**src/rtl/uart_pkg.sv**
```systemverilog
`default_nettype none
// ============================================================================
// Module      : uart_pkg
// Description : Shared definitions for the UART0 transmit controller.
//               Register offsets, STATUS bit indices, transmitter state
//               encoding and the baud divisor helper.
// Ports       : none (package)
// Revision    : 1.0 - initial release
// ============================================================================
package uart_pkg;

   // Register offsets relative to BASE_ADR
   localparam int UART_DATA_OFS = 0;
   localparam int UART_STAT_OFS = 4;

   // STATUS register bit indices
   localparam int ST_READY = 1;
   localparam int ST_BUSY  = 2;

   // Transmitter sequencer states
   typedef enum logic [1:0] {
      IDLE  = 2'd0,
      START = 2'd1,
      DATA  = 2'd2,
      STOP  = 2'd3
   } tx_state_t;

   // Cycles per bit, rounded to nearest
   function automatic int uart_div(input int clk_hz, input int baud);
      return (clk_hz + baud / 2) / baud;
   endfunction

endpackage
`default_nettype wire

```
**src/rtl/uart_tx_shift.sv**
```systemverilog
`default_nettype none
// ============================================================================
// Module      : uart_tx_shift
// Description : 8N1 frame sequencer. Pulls a byte from the buffer in front
//               of it and shifts it out LSB first with one start and one
//               stop bit, each bit lasting DIV clock cycles. A new frame
//               starts directly out of STOP when another byte is waiting.
// Ports       : clk      - core clock
//               n_reset  - asynchronous active-low reset
//               tx_byte  - byte at the head of the buffer
//               tx_valid - buffer holds at least one byte
//               pop      - consume tx_byte this cycle
//               busy     - sequencer is not idle
//               tx       - serial line, idle high (registered)
// Revision    : 1.0 - initial release
// ============================================================================
module uart_tx_shift
   import uart_pkg::*;
#(
   parameter int DIV = 104
) (
   input  logic       clk,
   input  logic       n_reset,
   input  logic [7:0] tx_byte,
   input  logic       tx_valid,
   output logic       pop,
   output logic       busy,
   output logic       tx
);

   localparam int               CNT_W      = (DIV > 1) ? $clog2(DIV) : 1;
   localparam logic [CNT_W-1:0] CNT_RELOAD = CNT_W'(DIV - 1);

   tx_state_t        state, state_nxt;
   logic [CNT_W-1:0] cnt, cnt_nxt;
   logic [2:0]       bit_idx, bit_nxt;
   logic [7:0]       shreg, sh_nxt;
   logic             tx_nxt;
   logic             baud_done;

   assign baud_done = (cnt == '0);
   assign busy      = (state != IDLE);

   always_ff @(posedge clk or negedge n_reset) begin
      if (!n_reset) begin
         state   <= IDLE;
         cnt     <= '0;
         bit_idx <= 3'd0;
         shreg   <= 8'd0;
         tx      <= 1'b1;
      end else begin
         state   <= state_nxt;
         cnt     <= cnt_nxt;
         bit_idx <= bit_nxt;
         shreg   <= sh_nxt;
         tx      <= tx_nxt;
      end
   end

   // tx is registered together with the state, so the line level always
   // matches the state the sequencer is in and never glitches.
   always_comb begin
      state_nxt = state;
      cnt_nxt   = cnt;
      bit_nxt   = bit_idx;
      sh_nxt    = shreg;
      tx_nxt    = tx;
      pop       = 1'b0;

      case (state)
         IDLE: begin
            tx_nxt = 1'b1;
            if (tx_valid) begin
               pop       = 1'b1;
               sh_nxt    = tx_byte;
               state_nxt = START;
               cnt_nxt   = CNT_RELOAD;
               tx_nxt    = 1'b0;
            end
         end

         START: begin
            if (baud_done) begin
               state_nxt = DATA;
               cnt_nxt   = CNT_RELOAD;
               bit_nxt   = 3'd0;
               tx_nxt    = shreg[0];
            end else begin
               cnt_nxt = cnt - CNT_W'(1);
            end
         end

         DATA: begin
            if (baud_done) begin
               cnt_nxt = CNT_RELOAD;
               if (bit_idx == 3'd7) begin
                  state_nxt = STOP;
                  tx_nxt    = 1'b1;
               end else begin
                  // Shift right; the next bit to send is the current bit 1
                  bit_nxt = bit_idx + 3'd1;
                  sh_nxt  = {1'b0, shreg[7:1]};
                  tx_nxt  = shreg[1];
               end
            end else begin
               cnt_nxt = cnt - CNT_W'(1);
            end
         end

         STOP: begin
            if (baud_done) begin
               cnt_nxt = CNT_RELOAD;
               if (tx_valid) begin
                  // Back-to-back frame: no idle gap after the stop bit
                  pop       = 1'b1;
                  sh_nxt    = tx_byte;
                  state_nxt = START;
                  tx_nxt    = 1'b0;
               end else begin
                  state_nxt = IDLE;
                  tx_nxt    = 1'b1;
               end
            end else begin
               cnt_nxt = cnt - CNT_W'(1);
            end
         end

         default: begin
            state_nxt = IDLE;
            tx_nxt    = 1'b1;
         end
      endcase
   end

endmodule
`default_nettype wire

```
**src/rtl/uart0_tx_ctrl.sv**
```systemverilog
`default_nettype none
// ============================================================================
// Module      : uart0_tx_ctrl
// Description : Memory-mapped UART0 transmit controller. Decodes DATA
//               (BASE_ADR+0) and STATUS (BASE_ADR+4), buffers bytes written
//               to DATA and hands them to uart_tx_shift for 8N1 output.
//               Build option UART0_TX_FIFO_EN: when defined the buffer is a
//               FIFO_DEPTH-entry FIFO (power of 2, at least 2); otherwise it
//               is a single holding register.
// Ports       : clk       - core clock
//               n_reset   - asynchronous active-low reset
//               bus_valid - access strobe, one cycle per access
//               bus_wren  - byte write enables, 0 = read
//               bus_adr   - byte address
//               bus_wdata - write data, byte 0 is the character
//               bus_rdata - read data, valid the cycle after bus_valid
//               bus_ready - acknowledge, one cycle after a hitting access
//               tx        - serial line, idle high
// Revision    : 1.0 - initial release
// ============================================================================
module uart0_tx_ctrl
   import uart_pkg::*;
#(
   parameter int          CLK_HZ     = 12000000,
   parameter int          BAUD       = 115200,
   parameter logic [31:0] BASE_ADR   = 32'h0001_0010,
   parameter int          FIFO_DEPTH = 4
) (
   input  logic        clk,
   input  logic        n_reset,
   input  logic        bus_valid,
   input  logic [3:0]  bus_wren,
   input  logic [31:0] bus_adr,
   input  logic [31:0] bus_wdata,
   output logic [31:0] bus_rdata,
   output logic        bus_ready,
   output logic        tx
);

   localparam int DIV = uart_div(CLK_HZ, BAUD);

   logic        hit, is_read, sel_data, sel_stat;
   logic [2:0]  ofs;
   logic        data_wr, push, pop;
   logic        full, empty, ready, busy, shift_busy;
   logic [7:0]  head;
   logic [7:0]  last_byte;
   logic [31:0] status, read_val;

   // ------------------------------------------------------------------
   // Bus decode: the block occupies one 8-byte window
   // ------------------------------------------------------------------
   assign hit      = bus_valid && (bus_adr[31:3] == BASE_ADR[31:3]);
   assign is_read  = (bus_wren == 4'b0000);
   assign ofs      = {bus_adr[2], 2'b00};
   assign sel_data = (ofs == 3'(UART_DATA_OFS));
   assign sel_stat = (ofs == 3'(UART_STAT_OFS));
   assign data_wr  = hit && sel_data && bus_wren[0];

   // ready reflects the occupancy before this cycle, so a write that
   // coincides with a pop from a full buffer is still dropped.
   assign ready    = !full;
   assign push     = data_wr && ready;
   assign busy     = shift_busy || !empty;

   always_comb begin
      status           = '0;
      status[ST_READY] = ready;
      status[ST_BUSY]  = busy;
   end

   always_comb begin
      read_val = '0;
      if (sel_stat)
         read_val = status;
      else if (sel_data)
         read_val = {24'd0, last_byte};
   end

   always_ff @(posedge clk or negedge n_reset) begin
      if (!n_reset) begin
         bus_ready <= 1'b0;
         bus_rdata <= '0;
         last_byte <= 8'd0;
      end else begin
         bus_ready <= hit;
         bus_rdata <= (hit && is_read) ? read_val : '0;
         if (push)
            last_byte <= bus_wdata[7:0];
      end
   end

   // ------------------------------------------------------------------
   // Transmit buffer
   // ------------------------------------------------------------------
`ifdef UART0_TX_FIFO_EN
   localparam int AW = $clog2(FIFO_DEPTH);

   // One extra pointer bit tells full from empty when the indices match
   logic [AW:0]   wr_ptr, rd_ptr;
   logic [7:0]    mem [FIFO_DEPTH];

   assign empty = (wr_ptr == rd_ptr);
   assign full  = (wr_ptr[AW] != rd_ptr[AW]) &&
                  (wr_ptr[AW-1:0] == rd_ptr[AW-1:0]);
   assign head  = mem[rd_ptr[AW-1:0]];

   always_ff @(posedge clk or negedge n_reset) begin
      if (!n_reset) begin
         wr_ptr <= '0;
         rd_ptr <= '0;
      end else begin
         if (push)
            wr_ptr <= wr_ptr + 1'b1;
         if (pop)
            rd_ptr <= rd_ptr + 1'b1;
      end
   end

   always_ff @(posedge clk) begin
      if (push)
         mem[wr_ptr[AW-1:0]] <= bus_wdata[7:0];
   end
`else
   logic       hold_full;
   logic [7:0] hold_byte;

   assign empty = !hold_full;
   assign full  = hold_full;
   assign head  = hold_byte;

   // push needs an empty register and pop a full one, so they never collide
   always_ff @(posedge clk or negedge n_reset) begin
      if (!n_reset) begin
         hold_full <= 1'b0;
         hold_byte <= 8'd0;
      end else if (push) begin
         hold_full <= 1'b1;
         hold_byte <= bus_wdata[7:0];
      end else if (pop) begin
         hold_full <= 1'b0;
      end
   end
`endif

   // ------------------------------------------------------------------
   // Frame sequencer
   // ------------------------------------------------------------------
   uart_tx_shift #(
      .DIV      (DIV)
   ) u_shift (
      .clk      (clk),
      .n_reset  (n_reset),
      .tx_byte  (head),
      .tx_valid (!empty),
      .pop      (pop),
      .busy     (shift_busy),
      .tx       (tx)
   );

   // Bits of the bus that this register block never looks at
   logic unused;
   assign unused = &{1'b0, bus_wdata[31:8], bus_adr[1:0], (FIFO_DEPTH != 0)};

endmodule
`default_nettype wire

```
**config.mk**
```make
export PLATFORM = sky130hd
export DESIGN_NAME = uart0_tx_ctrl
export DESIGN_NICKNAME = d
export VERILOG_FILES = /design/src/rtl/uart_pkg.sv /design/src/rtl/uart_tx_shift.sv /design/src/rtl/uart0_tx_ctrl.sv
export SDC_FILE = /design/constraint.sdc
export NUM_CORES = 1
export LEC_CHECK = 0
export CORE_MARGIN = 2
export CORE_UTILIZATION = 37
export DETAILED_ROUTE_END_ITERATION = 16
export PLACE_DENSITY_LB_ADDON = 0.05
export SLEW_MARGIN = 20
export SYNTH_ARGS = -nofsm -noshare
export SYNTH_HDL_FRONTEND = slang
export SYNTH_SLANG_ARGS = --single-unit
export TNS_END_PERCENT = 1
```
**constraint.sdc**
```tcl
create_clock -name clk -period 2.2 [get_ports clk]
set_clock_uncertainty 0.2 [all_clocks]
set_input_delay 0.55 -clock clk [delete_from_list [all_inputs] [get_ports clk]]
set_output_delay 0.55 -clock clk [all_outputs]
set_load 0.01 [all_outputs]
```
==> results.tsv, run 1 <==
stage	metric	value	unit
detailed_routing	drtAntennaViolNets	0	
power	powerDensity	457	nW/µm²
synthesis	synthCells	199	
global_routing	grt.overflow.total	0	
detailed_routing	drtPass1Iterations	4	
global_routing	grt_util_all_layers	15.5	%
global_routing	antenna_found_initial	0	
timing	finalMaxSlewViolations	0	
synthesis	synth_common_cells	38 x dfrtp_1, 25 x buf_4, 24 x mux2_2	
die	num_rows	28	
detailed_routing	drc	0	
placement	io_buffers	54	
detailed_routing	wirelength	4770	µm
clocking	numCtsBuffers	5	
synthesis	postSynthAreaPerCell	11.1	µm²
clocking	cts_sinks	39	
global_routing	grt_start_max_net_pins	22	
placement	gp_congestion	0.791	
critical_path	cp.required	2.18	ns
timing	fin_crit_sh	97.1	%
hold_path	worstHoldPathType	primary input to async pin	
synthesis	synth.top_cell.area_share	43.2	%
clocking	clk_path_buf_depth	2	
cells_and_area	drive_above_1_share	27.0	%
synthesis	synth_most_common_cell	dfrtp_1	
synthesis	synthArstFlopShare	100	%
die	die_w	81.2	µm
critical_path	ff2ff_setup_slack	0.06	ns
critical_path	reg2reg_from	u_shift.cnt[0]$_DFFE_PN0N_	
critical_path	r2r_cells	8	
clocking	cts_root_buf	clkbuf_8	
placement	dp_hpwl	3530	µm
timing	layout_min_cycle_time	2.14	ns
cells_and_area	postLayoutCellArea	3190	µm²
global_routing	grt_pass1_vias	1587	
critical_path	critical_path_class	flop to flop	
synthesis	ys_seq_area_share	44.3	%
power	ir_drop	0.355	mV
die	core_area	5850	µm²
synthesis	yosysWarnings	0	
power	leakage	1.63	nW
clocking	hold_buffers	0	
critical_path	worstReg2RegEnd	u_shift.shreg[4]$_DFFE_PN0P_	
synthesis	synth_edf_count	0	
synthesis	ys.flop_type	dfrtp_1	
die	die_h	81.2	µm
placement	dpl_cell_area	2910	µm²
detailed_routing	wl_per_cell	13.4	µm
timing	whs	0.00630	ns
timing	fmax	468	MHz
cells_and_area	diodes	0	
critical_path	cp_data_arrival_time	2.12	ns
synthesis	syn-cell-area	2200	µm²
timing	hold_viol_final	0	
status	status	finished, final reports clean	
clocking	insertion_delay	0.29	ns
synthesis	yosysTopAreaCell	dfrtp_1	
detailed_routing	drt_iter0_drc	28	
power	total_power	1.46	mW
cells_and_area	utilization	54.5	%
timing	finalSetupViolCount	0	
detailed_routing	routed-via-count	1662	
critical_path	startpoint_type	flop	
timing	rsz0062_at_grt	true	
synthesis	ys_ff_latch	39	
die	initial_core_util	37.7	%
synthesis	yosysUniqueCellTypes	40	
cells_and_area	syn_to_final_growth	44.6	%
clocking	h-tree-depth	2	
die	ios	105	
job	maxCapViolCount	0	
synthesis	synth_area_leaders	dfrtp_1 43%, mux2_2 12%, buf_4 8.5%, ha_1 5.1%, and2_1 2.6%	
cells_and_area	final_nets	360	
detailed_routing	routed_via_density	4.67	
critical_path	end_kind	flop	
critical_path	critPathMaxFanout	8	
clocking	clkTransAtPathRegs	0.09	ns
die	dieArea	6590	µm²
clocking	cts_tree	yes	
global_routing	grt_pass1_wl	7760	µm
## repair_timing
item	CTS	global route
buffers inserted	0	1
setup endpoints to repair	20	25
resized for setup	15	27
pin swaps	8	9
## critical path, stage by stage (launching register included)
cell,delay [ns]
dfrtp_1,0.39
inv_1,0.08
ha_1,0.16
nor4b_4,0.18
buf_4,0.19
a41oi_2,0.16
a21oi_4,0.20
buf_12,0.14
mux2_2,0.33
## power by group
group          internal [mW]  switching (mW)
clock network          0.342           0.276
logic                 0.0686          0.0546
registers              0.716   0.00000000312
total                   1.13           0.331
## per-layer routing
metal	GRT usage (%)	wire length (µm)	vias up
li1	-	-	815
met5	0	0	-
met1	21.1	2250	796
met2	24.4	2250	47
met3	3.67	228	4
met4	4.58	42	0
## cell usage in the layout (no fill, tap or decap), types with 2 or more instances in the layout
master           count
dfrtp_1             38
clkdlybuf4s50_1     28
conb_1              24
buf_4               23
mux2_2              21
dlymetal6s2s_1      20
nand2_1             12
ha_1                 9
nor2_1               8
and2_1               8
o21ai_0              7
inv_1                6
clkbuf_8             5
dlygate4sd2_1        5
nor4_2               4
xor2_1               4
nor4b_4              3
nor3_1               3
nor2b_1              3
mux2_4               3
nand2b_1             3
nand3_1              3
a22o_1               3
nand4_1              2
nor3b_1              2
a31oi_1              2
a21oi_1              2
xnor2_1              2
buf_12               2
## per-stage QoR
step | setup TNS [ns] | setup slack (ns) | instances
after global routing | -0.291 | -0.0428 | 356
after global placement | -7.29 | -0.475 | 347
after floorplan | 0 | 0.0798 | 222
after CTS | -0.000905 | -0.000905 | 355
after detailed placement | -6.82 | -0.446 | 347
final | 0 | 0.0631 | 356
## worst max path at each step
stage                                          start                           end  slack, ns  cells after the start
final                     u_shift.cnt[0]$_DFFE_PN0N_  u_shift.shreg[4]$_DFFE_PN0P_       0.06                      8
after global placement                    bus_adr[6]        bus_rdata[4]$_DFF_PN0_      -0.48                      7
after floorplan                          bus_adr[26]           head[0]$_DFFE_PN0P_       0.08                      4
after global routing      u_shift.cnt[1]$_DFFE_PN0N_  u_shift.shreg[4]$_DFFE_PN0P_      -0.04                      8
after CTS                                bus_adr[13]           head[5]$_DFFE_PN0P_    -0.0009                      6
after detailed placement                  bus_adr[6]        bus_rdata[4]$_DFF_PN0_      -0.45                      7
## sequential cells by signal (all words and copies together) (netlist names)
register         count
bus_rdata            8
head                 8
u_shift.shreg        8
u_shift.cnt          7
u_shift.bit_idx      3
u_shift.state        2
bus_ready            1
full                 1
u_shift.tx           1
## layout make-up
cell class | instances | area, µm²
Multi-Input combinational cell | 149 | 1190
Clock inverter | 3 | 46.3
Clock buffer | 5 | 68.8
Tap cell | 75 | 93.8
Inverter | 6 | 22.5
Sequential cell | 39 | 977
Timing Repair Buffer | 79 | 792
Fill cell | 511 | 2660
## cells by family after synthesis
group | share of synthesized area, %
AO/OA/AOI/OAI | 7.44
XOR/XNOR | 2.38
adder cells (fa/ha/maj) | 5.11
buffers and inverters | 10.1
flip-flops | 44.3
multiplexers | 12.7
other | 0.170
AND/OR/NAND/NOR | 17.8
Power figures use the tool's default switching activity.
==> run 2, diff against run 1 <==
--- a/config.mk
+++ b/config.mk
@@ -13,4 +13,4 @@
 export SYNTH_ARGS = -nofsm -noshare
 export SYNTH_HDL_FRONTEND = slang
 export SYNTH_SLANG_ARGS = --single-unit
-export TNS_END_PERCENT = 1
+export TNS_END_PERCENT = 5
==> results of run 2 <==
No change in the layout: final DEF, timing and power equal those of run 1.
==> run 3, diff against run 2 <==
--- a/config.mk
+++ b/config.mk
@@ -13,4 +13,3 @@
 export SYNTH_ARGS = -nofsm -noshare
 export SYNTH_HDL_FRONTEND = slang
 export SYNTH_SLANG_ARGS = --single-unit
-export TNS_END_PERCENT = 5
==> run 3 against run 2 <==
- combinational power barely moved
- register-to-register slack better by 0.03 ns
- utilization grew 1.2 points
- count of clock-buffer cells in the layout unchanged
- fmax shrank 1.4%
- die area did not move
- sequential share of layout area decreased by 0.67 points
- non-clock buffer count is 3 higher
- cell count rose by 0.84%
- via count rose by 0.18%
- critical path depth decreased by 2
- global-route usage is the same
- critical path type is now primary input to flop
- largest cell class unchanged
- largest power group unchanged
- highest routed layer unchanged
==> results.tsv, run 3 (same netlist as run 1, synthesis figures left out) <==
stage	metric	value	unit
clocking	h-tree-depth	2	
global_routing	grt_util_all_layers	15.5	%
clocking	clk_path_buf_depth	2	
critical_path	startpoint_type	primary input	
critical_path	cp.required	2.18	ns
critical_path	reg2reg_from	u_shift.cnt[0]$_DFFE_PN0N_	
timing	worst_slack	0.0318	ns
global_routing	grt.overflow.total	0	
die	core_area	5850	µm²
placement	pre_cts_ws	-0.446	ns
placement	io_buffers	54	
placement	gp_congestion	0.791	
clocking	insertion_delay	0.29	ns
hold_path	worstHoldPathType	primary input to async pin	
global_routing	grt_pass1_wl	7780	µm
timing	finalMaxSlewViolations	0	
clocking	cts_sinks	39	
critical_path	ff2ff_setup_slack	0.09	ns
detailed_routing	drt_iter0_drc	31	
die	die_w	81.2	µm
cells_and_area	syn_to_final_growth	47.9	%
cells_and_area	drive_above_1_share	29.2	%
cells_and_area	diodes	0	
detailed_routing	wirelength	4850	µm
cells_and_area	final_nets	363	
status	status	finished, final reports clean	
die	num_rows	28	
critical_path	critical_path_class	primary input to flop	
cells_and_area	layout_common_cells	38 x dfrtp_1, 26 x clkdlybuf4s50_1, 24 x conb_1, 24 x buf_4	
global_routing	grt_pass1_vias	1602	
clocking	clkTransAtPathRegs	0.08	ns
detailed_routing	routed-via-count	1665	
critical_path	critPathMaxFanout	4	
timing	fmax	461	MHz
detailed_routing	drtPass1Iterations	4	
power	powerDensity	446	nW/µm²
cells_and_area	final_common_cell	dfrtp_1	
global_routing	antenna_found_initial	0	
global_routing	grt_start_max_net_pins	22	
cells_and_area	utilization	55.7	%
clocking	cts_root_buf	clkbuf_8	
detailed_routing	routed_via_density	4.64	
die	die_h	81.2	µm
placement	dp_hpwl	3530	µm
power	leakage	1.67	nW
critical_path	cp_data_arrival_time	2.15	ns
power	ir_drop	0.355	mV
detailed_routing	drc	0	
clocking	hold_buffers	0	
detailed_routing	drtAntennaViolNets	0	
timing	hold_viol_final	0	
critical_path	worstReg2RegEnd	u_shift.shreg[4]$_DFFE_PN0P_	
die	dieArea	6590	µm²
timing	fin_crit_sh	98.6	%
timing	layout_min_cycle_time	2.17	ns
timing	whs	0.00833	ns
clocking	numCtsBuffers	5	
die	ios	105	
clocking	cts_tree	yes	
detailed_routing	wl_per_cell	13.5	µm
die	initial_core_util	37.7	%
job	maxCapViolCount	0	
critical_path	r2r_cells	8	
critical_path	end_kind	flop	
timing	finalSetupViolCount	0	
-- run 3: critical path, stage by stage --
cell and delay [ns]:
dlygate4sd2_1 0.26, nor4b_4 0.27, nand4_1 0.22, nor3_4 0.34, clkbuf_16 0.19, mux2_2 0.32
-- run 3: metal layers --
layer / wire length, µm / vias up / GRT usage, %
met5: 0 / - / 0
met4: 42 / 0 / 4.58
met3: 237 / 4 / 3.67
met2: 2340 / 46 / 24.5
met1: 2230 / 791 / 21.0
li1: - / 824 / -
-- run 3: timing repair --
| item | in CTS | in global routing |
|---|---|---|
| cloned | 0 | 1 |
| resized for setup | 17 | 33 |
| endpoints found under the setup margin | 20 | 25 |
| pin swaps | 8 | 11 |
| buffers inserted | 2 | 1 |
| hold endpoints to repair | 0 | 0 |
-- run 3: worst max path at each step --
stage	start	to	slack (ns)	depth (start not counted)
global route	bus_adr[3]	head[0]$_DFFE_PN0P_	-0.03	6
floorplan	bus_adr[26]	head[0]$_DFFE_PN0P_	0.08	4
finish	bus_adr[8]	head[6]$_DFFE_PN0P_	0.03	6
detailed placement	bus_adr[6]	bus_rdata[4]$_DFF_PN0_	-0.45	7
global placement	bus_adr[6]	bus_rdata[4]$_DFF_PN0_	-0.48	7
CTS	bus_adr[4]	head[2]$_DFFE_PN0P_	0.0003	6
-- run 3: report_power, final --
part | switching [mW] | internal (mW)
Sequential | 0.00000000335 | 0.716
Combinational | 0.0549 | 0.0676
Clock | 0.272 | 0.342
-- run 3: area by class of cell --
type | count | area, µm²
Tap cell | 75 | 93.8
Sequential cell | 39 | 977
Clock inverter | 3 | 46.3
Clock buffer | 5 | 68.8
Fill cell | 499 | 2590
Multi-Input combinational cell | 149 | 1210
Timing Repair Buffer | 82 | 837
Inverter | 6 | 22.5
-- run 3: stage by stage --
stage,setup TNS [ns],cell area (µm²),cells,total power [mW]
floorplan,0,2290,222,0.786
global placement,-7.29,2910,347,0.851
detailed placement,-6.82,2910,347,0.851
CTS,0,3100,357,1.48
global route,-0.202,3260,359,1.53
finish,0,3260,359,1.45
